**src/rtl/pattern_pkg.sv**
```systemverilog
// Shared definitions for the pattern_gen scheduler: FSM states, generator
// sequence length and the generator's output patterns.
package pattern_pkg;

  typedef enum logic [1:0] {
    IDLE = 2'd0,
    RUN  = 2'd1,
    GAP  = 2'd2
  } sched_state_t;

  localparam int unsigned SEQ_LEN = 4;

  localparam logic [2:0] P0 = 3'b001;
  localparam logic [2:0] P1 = 3'b011;
  localparam logic [2:0] P2 = 3'b100;
  localparam logic [2:0] P3 = 3'b010;

  // Generator output expected at a given step index.
  function automatic logic [2:0] pattern_at(input logic [1:0] phase);
    case (phase)
      2'd0:    pattern_at = P0;
      2'd1:    pattern_at = P1;
      2'd2:    pattern_at = P2;
      default: pattern_at = P3;
    endcase
  endfunction

endpackage

```
**src/rtl/pattern_rr_pick.sv**
```systemverilog
// Round-robin pick: first set request bit at or after rr_ptr, modulo N_REQ.
module pattern_rr_pick
  import pattern_pkg::*;
#(
  parameter int unsigned N_REQ = 4,
  parameter int unsigned PW    = $clog2(N_REQ)
) (
  input  logic [N_REQ-1:0] req,
  input  logic [PW-1:0]    rr_ptr,
  output logic             valid,
  output logic [PW-1:0]    idx,
  output logic [N_REQ-1:0] onehot
);

  logic [N_REQ-1:0] w_rot;
  logic [N_REQ-1:0] w_oh_rot;
  logic [PW-1:0]    w_k;
  logic [PW:0]      w_sum;
  logic             w_found;

  // Rotate so bit 0 corresponds to rr_ptr (rr_ptr < N_REQ always).
  assign w_rot = N_REQ'({req, req} >> rr_ptr);

  // Priority-encode the lowest set bit of the rotated vector.
  always_comb begin
    w_found  = 1'b0;
    w_k      = '0;
    w_oh_rot = '0;
    for (int unsigned i = 0; i < N_REQ; i++) begin
      if (w_rot[i] && !w_found) begin
        w_found     = 1'b1;
        w_k         = PW'(i);
        w_oh_rot[i] = 1'b1;
      end
    end
  end

  // Un-rotate: the upper half of the doubled, left-shifted one-hot is the wrapped result.
  assign onehot = N_REQ'(({w_oh_rot, w_oh_rot} << rr_ptr) >> N_REQ);
  assign w_sum  = {1'b0, w_k} + {1'b0, rr_ptr};
  assign idx    = (w_sum >= (PW+1)'(N_REQ)) ? PW'(w_sum - (PW+1)'(N_REQ)) : PW'(w_sum);
  assign valid  = w_found;

endmodule

```
**src/rtl/pattern_sched.sv**
```systemverilog
// Round-robin, non-preemptive scheduler sharing one pattern_gen between
// N_REQ requesters. Each grant runs BURST_LEN full sequences, then a gap.
module pattern_sched
  import pattern_pkg::*;
#(
  parameter int unsigned N_REQ     = 4,
  parameter int unsigned BURST_LEN = 2,
  parameter int unsigned SEQ_LEN   = pattern_pkg::SEQ_LEN,
  parameter int unsigned GAP_CYC   = 1
) (
  input  logic             clk,
  input  logic             rst_n,
  input  logic [N_REQ-1:0] req,
  output logic             pg_enable,
  output logic [N_REQ-1:0] gnt,
  output logic [1:0]       seq_phase,
  output logic             done,
  output logic             abort,
  output logic [2:0]       done_id,
  output logic             busy
);

  localparam int unsigned TOTAL = BURST_LEN * SEQ_LEN;
  localparam int unsigned CW    = $clog2(TOTAL);
  localparam int unsigned GW    = (GAP_CYC > 1) ? $clog2(GAP_CYC) : 1;
  localparam int unsigned PW    = $clog2(N_REQ);

  sched_state_t     r_state;
  logic [CW-1:0]    r_cnt;
  logic [GW-1:0]    r_gcnt;
  logic [PW-1:0]    r_rr;
  logic [PW-1:0]    r_owner;
  logic             r_pg_en;
  logic [N_REQ-1:0] r_gnt;
  logic [1:0]       r_phase;
  logic             r_done;
  logic             r_abort;
  logic [2:0]       r_done_id;
  logic             r_busy;

  logic             w_valid;
  logic [PW-1:0]    w_idx;
  logic [N_REQ-1:0] w_onehot;
  logic [PW-1:0]    w_rr_next;
  logic             w_owner_req;

  pattern_rr_pick #(
    .N_REQ (N_REQ),
    .PW    (PW)
  ) u_pick (
    .req    (req),
    .rr_ptr (r_rr),
    .valid  (w_valid),
    .idx    (w_idx),
    .onehot (w_onehot)
  );

  assign w_rr_next   = (w_idx == PW'(N_REQ - 1)) ? '0 : w_idx + PW'(1);
  // r_gnt is one-hot of the owner during RUN, so masking req selects its bit.
  assign w_owner_req = |(req & r_gnt);

  // Scheduler FSM with registered outputs.
  always_ff @(posedge clk or negedge rst_n) begin
    if (!rst_n) begin
      r_state   <= IDLE;
      r_cnt     <= '0;
      r_gcnt    <= '0;
      r_rr      <= '0;
      r_owner   <= '0;
      r_pg_en   <= 1'b0;
      r_gnt     <= '0;
      r_phase   <= '0;
      r_done    <= 1'b0;
      r_abort   <= 1'b0;
      r_done_id <= '0;
      r_busy    <= 1'b0;
    end else begin
      r_done  <= 1'b0;
      r_abort <= 1'b0;
      case (r_state)
        IDLE: begin
          if (w_valid) begin
            r_state <= RUN;
            r_gnt   <= w_onehot;
            r_owner <= w_idx;
            r_rr    <= w_rr_next;
            r_pg_en <= 1'b1;
            r_cnt   <= '0;
            r_phase <= '0;
            r_busy  <= 1'b1;
          end
        end
        RUN: begin
          if (!w_owner_req || (r_cnt == CW'(TOTAL - 1))) begin
            r_abort   <= !w_owner_req;
            r_done    <= w_owner_req;
            r_done_id <= 3'(r_owner);
            r_pg_en   <= 1'b0;
            r_gnt     <= '0;
            r_phase   <= '0;
            r_gcnt    <= '0;
            r_state   <= GAP;
          end else begin
            r_cnt   <= r_cnt + CW'(1);
            r_phase <= r_phase + 2'd1;
          end
        end
        GAP: begin
          if (r_gcnt == GW'(GAP_CYC - 1)) begin
            r_state <= IDLE;
            r_busy  <= 1'b0;
          end else begin
            r_gcnt <= r_gcnt + GW'(1);
          end
        end
        default: r_state <= IDLE;
      endcase
    end
  end

  assign pg_enable = r_pg_en;
  assign gnt       = r_gnt;
  assign seq_phase = r_phase;
  assign done      = r_done;
  assign abort     = r_abort;
  assign done_id   = r_done_id;
  assign busy      = r_busy;

endmodule

```
**config.mk**
```make
export PLATFORM = sky130hd
export DESIGN_NAME = pattern_sched
export DESIGN_NICKNAME = d
export VERILOG_FILES = /design/src/rtl/pattern_pkg.sv /design/src/rtl/pattern_rr_pick.sv /design/src/rtl/pattern_sched.sv
export SDC_FILE = /design/constraint.sdc
export NUM_CORES = 1
export LEC_CHECK = 0
export CORE_ASPECT_RATIO = 0.75
export CORE_UTILIZATION = 47
export DETAILED_ROUTE_END_ITERATION = 8
export GPL_TIMING_DRIVEN = 0
export HOLD_SLACK_MARGIN = 0.02
export PLACE_DENSITY = 0.78
export SLEW_MARGIN = 20
export SYNTH_ARGS = -nofsm -noshare
export SYNTH_HDL_FRONTEND = slang
export SYNTH_SLANG_ARGS = --single-unit
```
**constraint.sdc**
```tcl
create_clock -name clk -period 2 [get_ports clk]
set_clock_uncertainty 0.05 [all_clocks]
set_input_delay 0.5 -clock clk [delete_from_list [all_inputs] [get_ports clk]]
set_output_delay 0.5 -clock clk [all_outputs]
set_load 0.03 [all_outputs]
```
; ---- After elaboration in Yosys (flattened, before gate mapping)
; Cells that the tools add are included.
[totals]
register_bits = 22
inputBits = 6
out_inout_bits = 13
elab_cells = 87
[classes]
n_addsub = 6
n_lt_le_gt_ge = 1
n_eq_ne = 8
shifts = 2
n_mux = 36
bitwise_logic = 1
n_reduce_logical = 21
[op_table]
columns = op, n
row1 = $mux W2, 9
row2 = $mux W1, 16
row3 = $reduce_and A3 Y1, 4
row4 = $mux W4, 2
row5 = $pmux W4 S2, 1
row6 = $reduce_and A2 Y1, 4
row7 = $shl A8 B2 Y8, 1
row8 = $shr A8 B2 Y4, 1
row9 = $mux W3, 2
row10 = $ne A2 B2 Y1 const B, 3
row11 = $pmux W1 S2, 3
row12 = $pmux W2 S3, 1
row13 = $pmux W3 S2, 1
row14 = $reduce_bool A2 Y1, 3
row15 = $add A2 B1 Y2 const B, 2
row16 = $and A4 B4 Y4, 1
row17 = $eq A2 B2 Y1 const B, 2
row18 = $logic_not A1 Y1, 4
row19 = $pmux W2 S2, 1
row20 = $reduce_or A4 Y1, 1
row21 = $add A2 B2 Y3, 1
row22 = $add A3 B1 Y3 const B, 1
row23 = $eq A3 B3 Y1 const B, 1
row24 = $ge A3 B3 Y1 const B, 1
row25 = 7 further kinds, 9

; ---- Logic depth before layout (Yosys ltp)
[depth]
depth_word = 16
depth_mapped = 10
mapped_depth_nobuf = 9

; ---- Hierarchy
; From an unflattened synthesis, not the netlist that was laid out.
[hier_totals]
hier_cells = 141
hier_area_um2 = 1261.2
[modules_own_cells]
columns = module, instances, cells_per_inst, area_each_um2, seq_area_each_um2
row1 = pattern_sched, 1, 94, 969.7, 525.5
row2 = pattern_rr_pick, 1, 47, 291.5, 0.0

; ---- Worst setup path after synthesis
; Ideal clock, no wire load.
[synth_timing]
path_kind = register to register
from = reg r_rr[1]
to = reg r_rr[1]
setup_ns = 0.133
arrival_time_ns = 2.033
t_required_ns = 1.817
slack_ns = -0.216
path_stages_with_launch = 11
path_buffers = 1
period_less_slack_ns = 2.216
path_cell_list = dfrtp_1 > clkbuf_1 > nand2_1 > a2bb2oi_1 > o221ai_1 > o21a_1 > ha_1 > xnor2_1 > nor4_1 > o21ai_1 > xnor2_1
[synth_between]
elab_chain_cells = 16
elab_cells_between_ends = 22
cone_classes = add/sub (3) / order compare (1) / eq/ne (1) / shift (1) / mux (9) / reduce/logical (7)
[synth_lines]
columns = item, line
row1 = start: declaration, pattern_sched.sv:31  ; logic [PW-1:0] r_rr;
row2 = start signal: assignment, pattern_sched.sv:86  ; r_rr <= w_rr_next;
row3 = $shr A8 B2 Y4, pattern_rr_pick.sv:22  ; assign w_rot = N_REQ'({req, req} >> rr_ptr);
row4 = $mux W1, pattern_rr_pick.sv:30  ; if (w_rot[i] && !w_found) begin
row5 = $logic_not A1 Y1, pattern_rr_pick.sv:30
row6 = $logic_and A1 B1 Y1, pattern_rr_pick.sv:30
row7 = $mux W1, pattern_rr_pick.sv:30
row8 = $logic_not A1 Y1, pattern_rr_pick.sv:30
row9 = $logic_and A1 B1 Y1, pattern_rr_pick.sv:30
row10 = $mux W1, pattern_rr_pick.sv:30
row11 = $logic_not A1 Y1, pattern_rr_pick.sv:30
row12 = $logic_and A1 B1 Y1, pattern_rr_pick.sv:30
row13 = $mux W2, pattern_rr_pick.sv:30
row14 = $add A2 B2 Y3 (*), pattern_rr_pick.sv:40  ; assign w_sum = {1'b0, w_k} + {1'b0, rr_ptr};
row15 = $ge A3 B3 Y1 or $sub A2 B1 Y2 (tied branches), pattern_rr_pick.sv:41  ; assign idx = (w_sum >= (PW+1)'(N_REQ)) ? PW'(w_sum - (PW+1)'(N_REQ)) : PW'(w_sum);
row16 = $mux W2 (*), pattern_rr_pick.sv:41
row17 = via u_pick.idx[0], pattern_rr_pick.sv:11  ; output logic [PW-1:0] idx,
row18 = $add A2 B1 Y2 or $eq A2 B2 Y1 (tied branches), pattern_sched.sv:58  ; assign w_rr_next = (w_idx == PW'(N_REQ - 1)) ? '0 : w_idx + PW'(1);
row19 = $mux W2 (*), pattern_sched.sv:58
; Mark *: on every way through the listed nets, which the timed path passes. The rest lies on a longest branch.
; A chain may end at the register's enable or synchronous reset.

; ---- Worst setup path after layout
; Same ends and word-level chain as after synthesis.

==> impl_metrics.yaml <==
floorplanning:
  start_util_pct: 51.4
  die_y_um: 46.1
  row_count: 15
  die-area_um2: 2800
  boundaryPins: 19
  die_width_um: 60.7
  coreArea_um2: 2360
sta:
  worst_pin_slew_ps: 934
  drv_slew: 0
  finalHoldViolations: 0
  finalSetupViolations: 1
  period_share_pct: 103
  worst_slack_ps: -63.3
  layout_min_cycle_time_ps: 2060
  clock.fmax_ghz: 0.485
  rsz0062_at_grt: "yes"
  slew_headroom_pct: 37.6
synth:
  synth_compound_area_share_pct: 21.3
  avgSynthCellArea_um2: 10.2
  ys_seq_area_share_pct: 43.2
  synth.distinct_cells: 42
  synth_top_family_by_area: "compound AO/OA/AOI/OAI gates"
  synth_top_cells_by_area: "dfrtp_1, ha_1, nand2_1, xnor2_1, a21oi_1"
  synth_area_um2: 1220
  yosysMostFrequentCell: "dfrtp_1"
  synth_adder_area_share_pct: 3.09
  synth_top_area_cell: "dfrtp_1"
  synth.top_cell.area_share_pct: 43.2
  synth_mux_area_share_pct: 6.17
  ys_seq_elements: 21
  synth-edff-count: 0
  yosys.area_share.simple_pct: 16.7
  post_synth_xor_area_fraction_pct: 2.88
  async_flop_share_pct: 100
  ys.flop_type: "dfrtp_1"
  syn_inst: 119
  ys_top_cells_by_count: "dfrtp_1, nand2_1, inv_1"
  yosysWarnings: 0
  syn_nets: 128
clock_network:
  clock-root-buffer: "clkbuf_4"
  clock_latency_ps: 310
  cts_buffers: 3
  cts_tree: "built"
  cts_buffer_depth: 2
  h-tree-depth: 1
  clkTransAtPathRegs_ps: 120
  cts_hold_buf: 0
  cts_sinks: 21
detailed_routing:
  vias: 1038
  dr.pass1.iters: 4
  detail_route.wl_per_cell_um: 15.9
  wl_um: 2920
  antenna_left: 0
  vias_per_cell: 5.64
  drc: 0
  initialDrtViolationCount: 73
placed_design:
  placedCellCount: 170
  io_buffer_count: 17
  place_congestion: 0.824
  dp_hpwl_um: 1720
global_routing:
  grt_start_max_net_pins: 22
  first_global_vias: 985
  gr-usage-all-layers_pct: 23.5
  grt_pass1_wl_um: 4540
  grt.overflow.total: 0
  grt_antenna_before_repair: 0
setup_path:
  arrival_ps: 2230
  critPathKind: "reg2reg"
  startpoint_type: "flop"
  cp_max_fo: 3
  worstPathRequired_ps: 2160
  end_kind: "flop"
final_layout:
  layout-drive-gt1-share_pct: 29.3
  antenna_cells: 0
  layout.nets: 160
  syn2layout_area_growth_pct: 32.9
  fin_cells: 184
pwr:
  p_clk_share_pct: 8.2
  p_per_area_nw_per_um2: 1600
  power.internal_mw: 1.44
  p_leak_nw: 0.760
  power_mw: 2.58
  swShare_pct: 44.2
  pwr-share-seq_pct: 29.6
  p_comb_share_pct: 62.2
  p_switching_mw: 1.14
  peakVddDrop_v: 0.000801
run:
  maxCapViolCount: 0
outcome:
  violations: "setup timing"
  status: "finished with violations"
worst_hold_path:
  min_path_type: "reg2reg"
[path summary, 6_finish.rpt]
check | depth (start not counted) | slack [ps] | to | start
hold reg to reg | 1 | 440 | seq_phase[1]$_DFFE_PN0P_ | seq_phase[1]$_DFFE_PN0P_
min in group asynchronous | 1 | 640 | r_state[1]$_DFFE_PN0P_ | rst_n
setup / recovery | 10 | -60 | r_rr[1]$_DFFE_PN0P_ | r_rr[1]$_DFFE_PN0P_
max in group asynchronous | 1 | 630 | r_rr[0]$_DFFE_PN0P_ | rst_n
hold / removal | 1 | 440 | seq_phase[1]$_DFFE_PN0P_ | seq_phase[1]$_DFFE_PN0P_
setup reg to reg | 10 | -60 | r_rr[1]$_DFFE_PN0P_ | r_rr[1]$_DFFE_PN0P_
[kinds of logic after synthesis]
kind of cell | count (synthesis)
buffers and inverters | 15
xor gates and xnor gates | 4
muxes | 7
and+or+nand+nor | 35
DFF | 21
other | 1
adders and majority gates | 3
AOI/OAI and AO/OA | 33
[sequential cells by signal, indices dropped and copies added (netlist names)]
signal and flops:
r_owner 2, abort 1, done_id 2, r_cnt 3, done 1, busy 1
gnt 4, r_rr 2, pg_enable 1, r_state 2, seq_phase 2
[placed cells by master, fill, tap and decap left out, types with 3 or more instances in the layout]
cell type / count
dfrtp_1: 19
buf_4: 11
clkdlybuf4s50_1: 11
nand2_1: 9
inv_1: 7
nor2_1: 6
a21oi_1: 5
buf_6: 4
o22ai_1: 3
a21o_1: 3
a32o_1: 3
o21ai_0: 3
mux2i_1: 3
o21ai_1: 3
xnor2_1: 3
clkbuf_4: 3
[power groups by stage]
stage                     Combinational (mW)  Sequential (mW)  Clock (mW)
final                                   1.61            0.763       0.212
after global routing                    1.72            0.784       0.232
after CTS                               1.55            0.752       0.216
after detailed placement                1.39            0.771           0
after global placement                  1.35            0.758           0
after floorplan                        0.850            0.923           0
[critical path, stage by stage (launching register included)]
cell and delay [ps]:
dfrtp_2 450, buf_8 130, nand2_4 50, a2bb2oi_2 60, o221ai_2 170, o21a_1 200, ha_4 220, xnor2_2 130
nor4_1 220, o21ai_1 100, xnor2_1 170
[routing by layer]
layer  up-vias  part of all wire, %  track usage, %
li1        482                    -               -
met5         -                    0               0
met4         0                  3.2            10.5
met1       491                   43            29.9
met3        16                  7.4            7.30
met2        49                   46            37.1
[timing repair]
action                                 CTS  global route
endpoints found under the hold margin    0             0
pin swaps                               10             8
setup endpoints to repair                6             5
resized for setup                       26             5
setup buffers                           10             0
[per-stage QoR]
stage / setup WS (ps) / setup TNS [ps] / area, um2 / util (%) / hold slack, ps
finish: -63.3 / -63.3 / 1620 / 68.4 / 439
global route: -154 / -165 / 1620 / 68.4 / 458
CTS: -18.6 / -18.6 / 1590 / 67.2 / 432
detailed placement: -757 / -5380 / 1450 / 61.3 / 418
global placement: -742 / -4680 / 1450 / 61.3 / 404
floorplan: -88.3 / -88.3 / 1240 / - / 154
[area by class of cell]
type	instances	area (um2)
Clock buffer	3	22.5
Timing Repair Buffer	27	235
Buffer	7	72.6
Inverter	8	30.0
Fill cell	182	748
Clock inverter	1	5.00
Tap cell	34	42.5
Sequential cell	21	528
Multi-Input combinational cell	83	681
No activity file was read; power rests on OpenSTA's default activity.
